File: src/rtl/mem_arbiter.sv
// -----------------------------------------------------------------------------
// mem_arbiter
//
// Shares one single-port RAM (asynchronous read, posedge write) between an
// instruction-fetch port (read only) and a data-memory port (load/store).
// Grants are combinational, so an access is performed in the cycle its
// request wins. The response (rvalid pulse plus read data) is registered
// and appears one cycle after the grant.
//
// Optional feature (macro MEM_ARB_STARVE_GUARD_EN):
//   defined   - data wins ties by default. If fetch is denied for
//               STARVE_LIMIT consecutive cycles, fetch wins the next tie.
//               After that fetch grant, data has priority again.
//   undefined - data always wins ties (fixed priority). No priority state
//               and no starve counter are built.
//
// Parameters
//   STARVE_LIMIT  consecutive denied fetch cycles before fetch is forced (1..15)
//
// Ports
//   clk, reset                       clock, asynchronous active-high reset
//   if_req/if_addr                   fetch request and word address
//   if_gnt/if_rdata/if_rvalid        fetch grant (comb), data, valid pulse
//   dm_req/dm_we/dm_addr/dm_wdata    data request, store flag, addr, wdata
//   dm_gnt/dm_rdata/dm_rvalid        data grant (comb), load data, valid pulse
//   ram_addr/ram_load/ram_inp        RAM address, write enable, write data
//   ram_outp                         RAM asynchronous read data
// -----------------------------------------------------------------------------
module mem_arbiter #(
    parameter int unsigned STARVE_LIMIT = 4
) (
    input  logic        clk,
    input  logic        reset,
    input  logic        if_req,
    input  logic [15:0] if_addr,
    output logic        if_gnt,
    output logic [15:0] if_rdata,
    output logic        if_rvalid,
    input  logic        dm_req,
    input  logic        dm_we,
    input  logic [15:0] dm_addr,
    input  logic [15:0] dm_wdata,
    output logic        dm_gnt,
    output logic [15:0] dm_rdata,
    output logic        dm_rvalid,
    output logic [15:0] ram_addr,
    output logic        ram_load,
    output logic [15:0] ram_inp,
    input  logic [15:0] ram_outp
);

    logic        w_if_gnt;
    logic        w_dm_gnt;
    logic [15:0] r_if_rdata;
    logic        r_if_rvalid;
    logic [15:0] r_dm_rdata;
    logic        r_dm_rvalid;

`ifdef MEM_ARB_STARVE_GUARD_EN
    typedef enum logic {
        DM_FIRST = 1'b0,
        IF_FIRST = 1'b1
    } pri_t;

    localparam logic [3:0] LP_LIMIT = 4'(STARVE_LIMIT);

    pri_t       r_pri;
    pri_t       w_pri_nxt;
    logic [3:0] r_starve;
    logic [3:0] w_starve_nxt;

    // Priority state and starve counter registers
    always_ff @(posedge clk or posedge reset) begin
        if (reset) begin
            r_pri    <= DM_FIRST;
            r_starve <= 4'd0;
        end else begin
            r_pri    <= w_pri_nxt;
            r_starve <= w_starve_nxt;
        end
    end

    // Grant selection, starve count update and priority next state
    always_comb begin
        w_if_gnt     = 1'b0;
        w_dm_gnt     = 1'b0;
        w_starve_nxt = 4'd0;
        w_pri_nxt    = r_pri;

        // Grants are suppressed during reset so nothing reaches the RAM
        if (reset) begin
            w_if_gnt = 1'b0;
            w_dm_gnt = 1'b0;
        end else begin
            case (r_pri)
                IF_FIRST: begin
                    w_if_gnt = if_req;
                    w_dm_gnt = dm_req & ~if_req;
                end
                DM_FIRST: begin
                    w_dm_gnt = dm_req;
                    w_if_gnt = if_req & ~dm_req;
                end
                default: begin
                    w_dm_gnt = dm_req;
                    w_if_gnt = if_req & ~dm_req;
                end
            endcase
        end

        // Count only cycles where fetch asks and loses; saturate at the limit
        if (if_req && !w_if_gnt) begin
            if (r_starve >= LP_LIMIT) begin
                w_starve_nxt = LP_LIMIT;
            end else begin
                w_starve_nxt = r_starve + 4'd1;
            end
        end else begin
            w_starve_nxt = 4'd0;
        end

        case (r_pri)
            DM_FIRST: begin
                if (w_starve_nxt == LP_LIMIT) begin
                    w_pri_nxt = IF_FIRST;
                end else begin
                    w_pri_nxt = DM_FIRST;
                end
            end
            IF_FIRST: begin
                if (w_if_gnt) begin
                    w_pri_nxt = DM_FIRST;
                end else begin
                    w_pri_nxt = IF_FIRST;
                end
            end
            default: begin
                w_pri_nxt = DM_FIRST;
            end
        endcase
    end
`else
    // The limit has no effect in the fixed-priority build
    logic [3:0] w_unused_limit;
    assign w_unused_limit = 4'(STARVE_LIMIT);

    // Fixed priority: data always wins a tie; no grants during reset
    always_comb begin
        w_if_gnt = 1'b0;
        w_dm_gnt = 1'b0;
        if (reset) begin
            w_if_gnt = 1'b0;
            w_dm_gnt = 1'b0;
        end else begin
            w_dm_gnt = dm_req;
            w_if_gnt = if_req & ~dm_req;
        end
    end
`endif

    // Response registers: one-cycle rvalid pulses and captured read data
    always_ff @(posedge clk or posedge reset) begin
        if (reset) begin
            r_if_rdata  <= 16'h0000;
            r_if_rvalid <= 1'b0;
            r_dm_rdata  <= 16'h0000;
            r_dm_rvalid <= 1'b0;
        end else begin
            r_if_rvalid <= w_if_gnt;
            r_dm_rvalid <= w_dm_gnt;
            if (w_if_gnt) begin
                r_if_rdata <= ram_outp;
            end
            // Stores acknowledge without disturbing the last load data
            if (w_dm_gnt && !dm_we) begin
                r_dm_rdata <= ram_outp;
            end
        end
    end

    assign if_gnt    = w_if_gnt;
    assign dm_gnt    = w_dm_gnt;
    // Idle cycles park the RAM address on the fetch address
    assign ram_addr  = w_dm_gnt ? dm_addr : if_addr;
    assign ram_load  = w_dm_gnt & dm_we;
    assign ram_inp   = dm_wdata;
    assign if_rdata  = r_if_rdata;
    assign if_rvalid = r_if_rvalid;
    assign dm_rdata  = r_dm_rdata;
    assign dm_rvalid = r_dm_rvalid;

endmodule

File: config.mk
export PLATFORM = sky130hd
export DESIGN_NAME = mem_arbiter
export DESIGN_NICKNAME = d
export VERILOG_FILES = /design/src/rtl/mem_arbiter.sv
export SDC_FILE = /design/constraint.sdc
export NUM_CORES = 1
export LEC_CHECK = 0
export ABC_AREA = 1
export ABC_CLOCK_PERIOD_IN_PS = 2300
export CAP_MARGIN = 20
export CORE_MARGIN = 3
export CORE_UTILIZATION = 35
export DETAILED_ROUTE_END_ITERATION = 12
export PLACE_DENSITY = 0.85
export SLEW_MARGIN = 40
export SYNTH_ARGS = -nofsm -noshare
export SYNTH_HDL_FRONTEND = slang
export SYNTH_SLANG_ARGS = --single-unit
File: constraint.sdc
create_clock -name clk -period 2.3 [get_ports clk]
set_input_delay 0.46 -clock clk [delete_from_list [all_inputs] [get_ports clk]]
set_output_delay 0.46 -clock clk [all_outputs]
set_load 0.05 [all_outputs]
==> results of run 1 <==
[path summary, 6_finish.rpt]
| kind | from | to | slack, ps | cells after the start |
|---|---|---|---|---|
| setup / recovery | reset | ram_addr[4] | 130 | 7 |
| hold / removal | if_rdata[5] | if_rdata[5] | 470 | 2 |
| setup reg to reg | dm_rdata[2] | dm_rdata[2] | 1640 | 2 |
| hold reg to reg | if_rdata[5] | if_rdata[5] | 470 | 2 |
| max in group asynchronous | reset | dm_rdata[15] | 1150 | 3 |
| min in group asynchronous | reset | if_rdata[3] | 760 | 3 |
[through the flow]
stage	power, µW	hold slack (ps)	cells	worst slack, ps
floorplan	1380	605	214	340
global placement	1740	453	364	33.0
detailed placement	1750	458	364	-31.8
CTS	2210	475	372	113
global route	2280	489	372	49.1
finish	2190	472	372	128
[layout make-up]
class	instances	share of cell area
clock inverter	2	0.00419
multi-input combinational	149	0.217
timing repair buffer	112	0.434
inverter	4	0.00503
clock buffer	6	0.0277
sequential	34	0.285
tap	65	0.0273
[report_power, final]
part	total, µW	switching [µW]	leakage (µW)	internal, µW
sequential	745	55.8	0.000426	689
clock	453	213	0.0000472	240
combinational	991	614	0.000990	378
total	2190	883	0.00146	1310
[cells by family (layout without fill, tap and decap cells)]
group | count (synthesis) | after routing | share of synthesized area
DFF | 34 | 34 | 0.499
buffers and inverters | 31 | 124 | 0.120
and+or+nand+nor | 149 | 149 | 0.380
[cell usage after synthesis (all sizes together)]
| cell | n | area, µm² |
|---|---|---|
| nand3 | 17 | 90.1 |
| dfrtp | 34 | 851 |
| nor2 | 2 | 15.0 |
| nand4 | 16 | 100 |
| inv | 4 | 15.0 |
| buf | 26 | 186 |
| clkbuf | 1 | 3.75 |
| nand2 | 114 | 443 |
[routing by layer]
metal,GRT usage,routed length (µm),vias to the layer above
met2,0.331,2750,83
met3,0.0554,392,17
met1,0.188,1850,828
met5,0,0,-
li1,-,-,847
met4,0.0990,182,0
[worst reg2reg max path, cell delays in order (launching register included)]
cell     delay, ps
dfrtp_1        400
nand2_1         80
nand2_1         70
[flip-flops by register name (all words and copies together) (netlist names)]
register,count
if_rdata,16
dm_rvalid,1
dm_rdata,16
if_rvalid,1
==> results by group, run 1 <==
Cells and area
  – Final #Nets: 375
  – Post-route cell area: 2980 µm²
  – Multi-input logic area: 648 µm²
  – Area Growth Syn to Fin: 75.1%
  – ANT cells: 0
  – Reg area: 851 µm²
  – Commonest cells after routing, fill and taps aside: nand2_1 (112), clkdlybuf4s50_1 (86), dfrtp_1 (34)
  – Commonest non-fill, non-tap cell in the layout: nand2_1
  – Layout cells sized above 1: 0.134
  – Finished Core Util: 0.658
  – # fillers: 358

Setup path
  – Slowest stage cell, crit path: clkdlybuf4s50_1
  – Buf/Inv on CP: 4
  – WP data required: about 1800 ps
  – CP Cell Sequence: clkdlybuf4s50_1 -> inv_2 -> nand2_4 -> inv_2 -> nand2_1 -> nand2_1 -> buf_12
  – CP top delay family: buffers and inverters
  – Worst Setup End Kind: output port
  – Crit Path Class: in2out
  – Slowest Stage Delay on Critical Path: 470 ps
  – Startpoint types: input pin
  – Crit path max fanout: 18
  – Crit path DAT: 1710 ps

Timing
  – Least-Margin Pin Slew: between 500 and 600 ps
  – Setup TNS Final: 0 ps
  – Endpoints failing setup: 0
  – Final Hold Vio Count: 0
  – Final Skew: 0 ps
  – Unrepaired setup endpoints after global routing: false
  – FMAX: between 400 and 500 MHz
  – Period Utilization, post-route: 0.944
  – Worst rel slew slack: 0.630
  – Fin. max-slew vios: 0
  – Tmin final: 2170 ps

Power and ir drop
  – VDD IR max: 0.000324 V
  – Power Density: 734 nW/µm²
  – P_leak: 0.00146 µW

Logic synthesis
  – Mean Syn Cell Area: approximately 8 µm²
  – Post-synthesis instance total: 214
  – FF+latch count, synth: 34
  – Ys Warns: 0
  – Syn nets: 283
  – Post-synthesis sequential area ratio: 0.499
  – Post-synthesis cell type count: 15
  – Mapped Area: 1700 µm²

CTS
  – Hold_buf cts: 0
  – Clock transition at the registers of the reported paths: 70 ps
  – Setup Buffers After CTS: 0
  – Clk root buf: clkbuf_8
  – CTS tree: done
  – TritonCTS Buffers: 5
  – Worst skew pair latency: 280 ps
  – CTS Sinks: 34
  – H-tree depth: 2
  – CTS resizes: 0
  – Largest buffer count on any clock path: 2

Route
  – First-pass iteration count of the detailed router: 4
  – Vias: 1,775
  – Initial DRC count: 96
  – Remaining DRCs: 0
  – Antenna violation net count after detailed routing: 0
  – Vias per inst: 4.77
  – Routed WL: 5170 µm
  – Wirelength per Cell: 13.9 µm

Worst hold path
  – Worst Hold Class: reg2reg

Placed design
  – Placed inst area: about 2900 µm²
  – DP HPWL: 4020 µm
  – Routability Congestion: 0.809
  – Port Buffer Count: approximately 110

Floorplanning
  – # IOs: 138
  – Die Width: between 70 and 80 µm
  – Chip height: approximately 76 µm
  – Initial core utilization: 0.376
  – Die ar.: 5740 µm²
  – Row count: 24
  – Core area: 4530 µm²

GRT
  – Vias in the first global route: around 1,800
  – Largest net degree at the start of global routing: 52
  – GRT Overall Usage: 0.184
  – First-pass GRT wire length: around 8000 µm
  – Antenna violations before repair: 0
  – Remaining global-route overflow: 0

Job
  – Max-cap violations: 0

Outcome
  – Status: finished, final reports clean
Note: power is estimated with default switching activity, not from simulation.
==> run 2, diff against run 1 <==
--- a/config.mk
+++ b/config.mk
@@ -8,10 +8,12 @@
 export ABC_AREA = 1
 export ABC_CLOCK_PERIOD_IN_PS = 2300
 export CAP_MARGIN = 20
+export CORE_ASPECT_RATIO = 2
 export CORE_MARGIN = 3
-export CORE_UTILIZATION = 35
+export CORE_UTILIZATION = 30
+export CTS_BUF_LIST = sky130_fd_sc_hd__clkbuf_16
 export DETAILED_ROUTE_END_ITERATION = 12
-export PLACE_DENSITY = 0.85
+export PLACE_DENSITY = 0.75
 export SLEW_MARGIN = 40
 export SYNTH_ARGS = -nofsm -noshare
 export SYNTH_HDL_FRONTEND = slang
==> run 2 against run 1 <==
Highest routed layer unchanged. Sequential share of layout area fell by 0.33 points. Critical endpoint is now ram_addr[10]. Cell count fell by 1.6%. Sequential power barely moved.
==> results by group, run 2 (synthesized netlist as in run 1, its figures left out) <==
Timing
  – Least-Margin Pin Slew: 575 ps
  – Worst rel slew slack: 0.617
  – Fin. max-slew vios: 0
  – Tmin final: 2210 ps
  – Hold Slack: 465 ps
  – Final Skew: 0 ps
  – Endpoints failing setup: 0
  – FMAX: ~450 MHz
  – Final Hold Vio Count: 0
  – Period Utilization, post-route: 0.959
  – Setup TNS Final: 0 ps
  – Unrepaired setup endpoints after global routing: false
  – Final WS setup: ~93 ps

Floorplanning
  – Die ar.: 6680 µm²
  – Die Width: 59.3 µm
  – Chip height: ~110 µm
  – Row count: 38
  – Initial core utilization: 0.312
  – Core area: 5470 µm²
  – # IOs: 138

Power and ir drop
  – P_leak: ~0.0015 µW
  – Power Density: roughly 780 nW/µm²
  – VDD IR max: roughly 0.00064 V

Route
  – First-pass iteration count of the detailed router: 4
  – Vias: 1,744
  – Vias per inst: 4.77
  – Routed WL: 5570 µm
  – Antenna violation net count after detailed routing: 0
  – Initial DRC count: 24
  – Remaining DRCs: 0
  – Wirelength per Cell: 15.2 µm

Setup path
  – Startpoint types: input pin
  – Crit Path Class: in2out
  – Worst Setup End Kind: output port
  – Crit path max fanout: 18
  – Crit path DAT: 1750 ps
  – WP data required: 1840 ps

CTS
  – CTS Sinks: 34
  – Clock transition at the registers of the reported paths: 50 ps
  – Clk root buf: clkbuf_16
  – Largest buffer count on any clock path: 2
  – Hold_buf cts: 0
  – CTS tree: done
  – TritonCTS Buffers: 5
  – Worst skew pair latency: 270 ps
  – Setup Buffers After CTS: 0
  – H-tree depth: 2
  – CTS resizes: 0

Worst hold path
  – Worst Hold Class: reg2reg

Placed design
  – Routability Congestion: 0.749
  – DP HPWL: 4400 µm
  – Dpl ws: -67.5 ps
  – Port Buffer Count: between 100 and 150

Cells and area
  – Area Growth Syn to Fin: 77.2%
  – ANT cells: 0
  – Final #Nets: 376
  – Reg area: 851 µm²
  – # fillers: roughly 460
  – Multi-input logic area: 648 µm²
  – Layout cells sized above 1: 0.127
  – Commonest cells after routing, fill and taps aside: nand2_1 (112), clkdlybuf4s50_1 (86), dfrtp_1 (34)
  – Commonest non-fill, non-tap cell in the layout: nand2_1

GRT
  – Largest net degree at the start of global routing: 52
  – First-pass GRT wire length: 8910 µm
  – GRT Overall Usage: 0.179
  – Antenna violations before repair: 0
  – Vias in the first global route: about 1,900
  – Remaining global-route overflow: 0

Job
  – Max-cap violations: 0

Outcome
  – Status: finished, final reports clean
## run 2: cell count changes in the layout (fill, tap and decap cells not counted), sizes merged
cell	before	now
buf	26	27
clkbuf	6	5
clkinvlp	1	0
## run 2: critical path, cell delays in order
cell,delay [ps]
clkdlybuf4s50_1,480
inv_2,110
nand2_4,50
inv_2,250
nand2_1,120
nand2_1,120
buf_12,140
## run 2: per-layer routing
layer | up-vias | track usage | wire, µm
li1 | 845 | - | -
met1 | 788 | 0.176 | 1860
met2 | 97 | 0.313 | 2980
met3 | 14 | 0.0667 | 529
met4 | 0 | 0.0908 | 199
met5 | - | 0 | 0
## run 2: report_power, final
part,total (µW),leakage (µW),switching (µW),internal (µW)
sequential,747,0.000426,56.4,691
combinational,994,0.000995,615,379
clock,605,0.0000632,221,384
total,2350,0.00148,893,1450
## run 2: metrics by stage
step | power [µW] | area [µm²] | util | cells
2_1_floorplan | 1380 | 1700 | - | 214
3_3_place_gp | 1750 | 2890 | 0.529 | 360
3_5_place_dp | 1760 | 2890 | 0.529 | 360
4_1_cts | 2370 | 3020 | 0.552 | 366
5_1_grt | 2450 | 3020 | 0.552 | 366
6_report | 2350 | 3020 | 0.552 | 366
## run 2: cell type report
type | count | area share
Inverter | 4 | 0.00497
Multi-Input combinational cell | 149 | 0.215
Timing Repair Buffer | 113 | 0.431
Tap cell | 60 | 0.0249
Clock buffer | 5 | 0.0414
Sequential cell | 34 | 0.282
Clock inverter | 1 | 0.00124
## run 2: path summary, 6_finish.rpt
| check | from | endpoint | slack (ps) | depth (start not counted) |
|---|---|---|---|---|
| max | reset | ram_addr[10] | 90 | 7 |
| min | if_rdata[11] | if_rdata[11] | 460 | 2 |
| max reg2reg | dm_rdata[15] | dm_rdata[15] | 1640 | 2 |
| min reg2reg | if_rdata[11] | if_rdata[11] | 460 | 2 |
| max in group asynchronous | reset | if_rdata[5] | 1110 | 3 |
| min in group asynchronous | reset | dm_rdata[13] | 800 | 3 |
==> run 3, diff against run 2 <==
--- a/config.mk
+++ b/config.mk
@@ -13,7 +13,7 @@
 export CORE_UTILIZATION = 30
 export CTS_BUF_LIST = sky130_fd_sc_hd__clkbuf_16
 export DETAILED_ROUTE_END_ITERATION = 12
-export PLACE_DENSITY = 0.75
+export PLACE_DENSITY = 0.84
 export SLEW_MARGIN = 40
 export SYNTH_ARGS = -nofsm -noshare
 export SYNTH_HDL_FRONTEND = slang
==> constraint.sdc (replaced) <==
create_clock -name clk -period 2.3 [get_ports clk]
set_input_delay 0.46 -clock clk [delete_from_list [all_inputs] [get_ports clk]]
set_output_delay 0.46 -clock clk [all_outputs]
set_load 0.02 [all_outputs]
==> run 3 against run 2 <==
First-iteration DRC count up 130%. Non-clock buffer count up 2. Total power down 15%. Utilization down 3.2 points. Final area down 5.8%. Clock skew unchanged. Via count up 2.5%. Hold slack better by 2.1 ps. Global-route usage down 0.61 points. Sequential cell count unchanged. Sequential share of layout area up 1.7 points. Critical path type unchanged.
==> results by group, run 3 (synthesized netlist as in run 1, its figures left out) <==
Timing
  – Endpoints failing setup: 0
  – Final WS setup: 80.6 ps
  – FMAX: 451 MHz
  – Period Utilization, post-route: 0.965
  – Worst rel slew slack: 0.615
  – Unrepaired setup endpoints after global routing: false
  – Hold Slack: 467 ps
  – Least-Margin Pin Slew: 577 ps
  – Fin. max-slew vios: 0
  – Final Hold Vio Count: 0
  – Final Skew: 0 ps
  – Tmin final: 2220 ps

Route
  – Met3 wire len: 477 µm
  – Remaining DRCs: 0
  – Routed wl met2: 2800 µm
  – Max Used Layer: met4
  – Wirelength per Cell: roughly 15 µm
  – Post-Route M1 WL: a little under 2000 µm
  – Vias: 1,787
  – Initial DRC count: 54
  – Routed WL: 5500 µm
  – Vias per inst: 4.83
  – First-pass iteration count of the detailed router: 4
  – Antenna violation net count after detailed routing: 0

Job
  – Max-cap violations: 0

Worst hold path
  – Worst Hold Class: reg2reg

Power and ir drop
  – Psw: 607 µW
  – VDD IR max: 0.000651 V
  – Power Density: between 700 and 800 nW/µm²
  – Pint: ~1400 µW
  – Share of power burned in registers: 0.369
  – P_leak: 0.00144 µW
  – Combinational Power Share: 0.322
  – Net Sw Frac: 0.303
  – Clk pwr share: 0.308

GRT
  – Vias in the first global route: 1,844
  – First-pass GRT wire length: 8820 µm
  – Remaining global-route overflow: 0
  – GRT Overall Usage: 0.173
  – Antenna violations before repair: 0
  – Largest net degree at the start of global routing: 52

Floorplanning
  – Die Width: 59.3 µm
  – Row count: 38
  – Die ar.: 6680 µm²
  – Initial core utilization: 0.312
  – # IOs: ~140
  – Core area: 5470 µm²
  – Chip height: 113 µm

Setup path
  – Crit path max fanout: 17
  – WP data required: 1840 ps
  – Startpoint types: input pin
  – Worst Setup End Kind: output port
  – Crit Path Class: in2out
  – Crit path DAT: 1760 ps

CTS
  – Clock transition at the registers of the reported paths: roughly 50 ps
  – Worst skew pair latency: 270 ps
  – CTS tree: done
  – Largest buffer count on any clock path: 2
  – Clk root buf: clkbuf_16
  – Setup Buffers After CTS: 0
  – H-tree depth: 2
  – CTS Sinks: 34
  – Hold_buf cts: 0
  – TritonCTS Buffers: 5

Cells and area
  – Area Growth Syn to Fin: 67.0%
  – Final #Nets: 378
  – Layout cells sized above 1: 0.0742
  – Commonest cells after routing, fill and taps aside: nand2_1 (112), clkdlybuf4s50_1 (86), dfrtp_1 (34)
  – ANT cells: 0
  – Commonest non-fill, non-tap cell in the layout: nand2_1

Placed design
  – Dpl ws: -284 ps
  – Routability Congestion: slightly below 0.8
  – Port Buffer Count: between 100 and 150
  – DP HPWL: 4250 µm

Outcome
  – Status: finished, final reports clean
## run 3: layout make-up
type,instances,area [µm²]
Multi-Input combinational cell,149,648
Timing Repair Buffer,115,1120
Clock inverter,3,12.5
Inverter,4,17.5
Fill cell,480,2620
Sequential cell,34,851
Clock buffer,5,125
Tap cell,60,75.1
## run 3: what timing repair did
| action | 4_1_cts | 5_1_grt |
|---|---|---|
| pin swaps | 0 | 0 |
| setup endpoints to repair | 19 | 1 |
| endpoints found under the hold margin | 0 | 0 |
| resized for setup | 20 | 1 |
## run 3: routing by layer
metal  up-vias  global-route usage
li1        854                   -
met1       800               0.175
met2       108               0.302
met3        25              0.0426
met4         0               0.107
met5         -                   0
## run 3: worst paths after layout
path                                   start            to  slack [ps]  cells after the start
worst max-delay path                   reset   ram_addr[5]          80                      7
worst min-delay path            dm_rdata[11]  dm_rdata[11]         470                      2
worst max register to register   if_rdata[3]   if_rdata[3]        1680                      2
worst min register to register  dm_rdata[11]  dm_rdata[11]         470                      2
max in group asynchronous              reset   if_rdata[5]        1120                      3
min in group asynchronous              reset   dm_rdata[2]         790                      3
## run 3: per-stage QoR
stage	setup TNS (ps)	instance area, µm²	utilization	total power (µW)	std cells
2_1_floorplan	0	1700	-	1080	214
3_3_place_gp	-4310	2730	0.499	1410	362
3_5_place_dp	-4460	2730	0.499	1420	362
4_1_cts	0	2840	0.520	2030	370
5_1_grt	0	2850	0.520	2110	370
6_report	0	2850	0.520	2000	370
## run 3: critical path, cell delays in order
cell	delay (ps)
clkdlybuf4s50_1	530
inv_2	70
nand2_4	80
buf_12	140
nand2_1	80
nand2_1	60
dlygate4sd2_1	330
## run 3: power by group through the flow
stage | sequential (µW) | combinational (µW) | clock [µW]
after floorplan | 860 | 216 | 0
after global placement | 745 | 666 | 0
after detailed placement | 750 | 674 | 0
after CTS | 741 | 657 | 634
after global routing | 752 | 697 | 666
final | 740 | 646 | 617
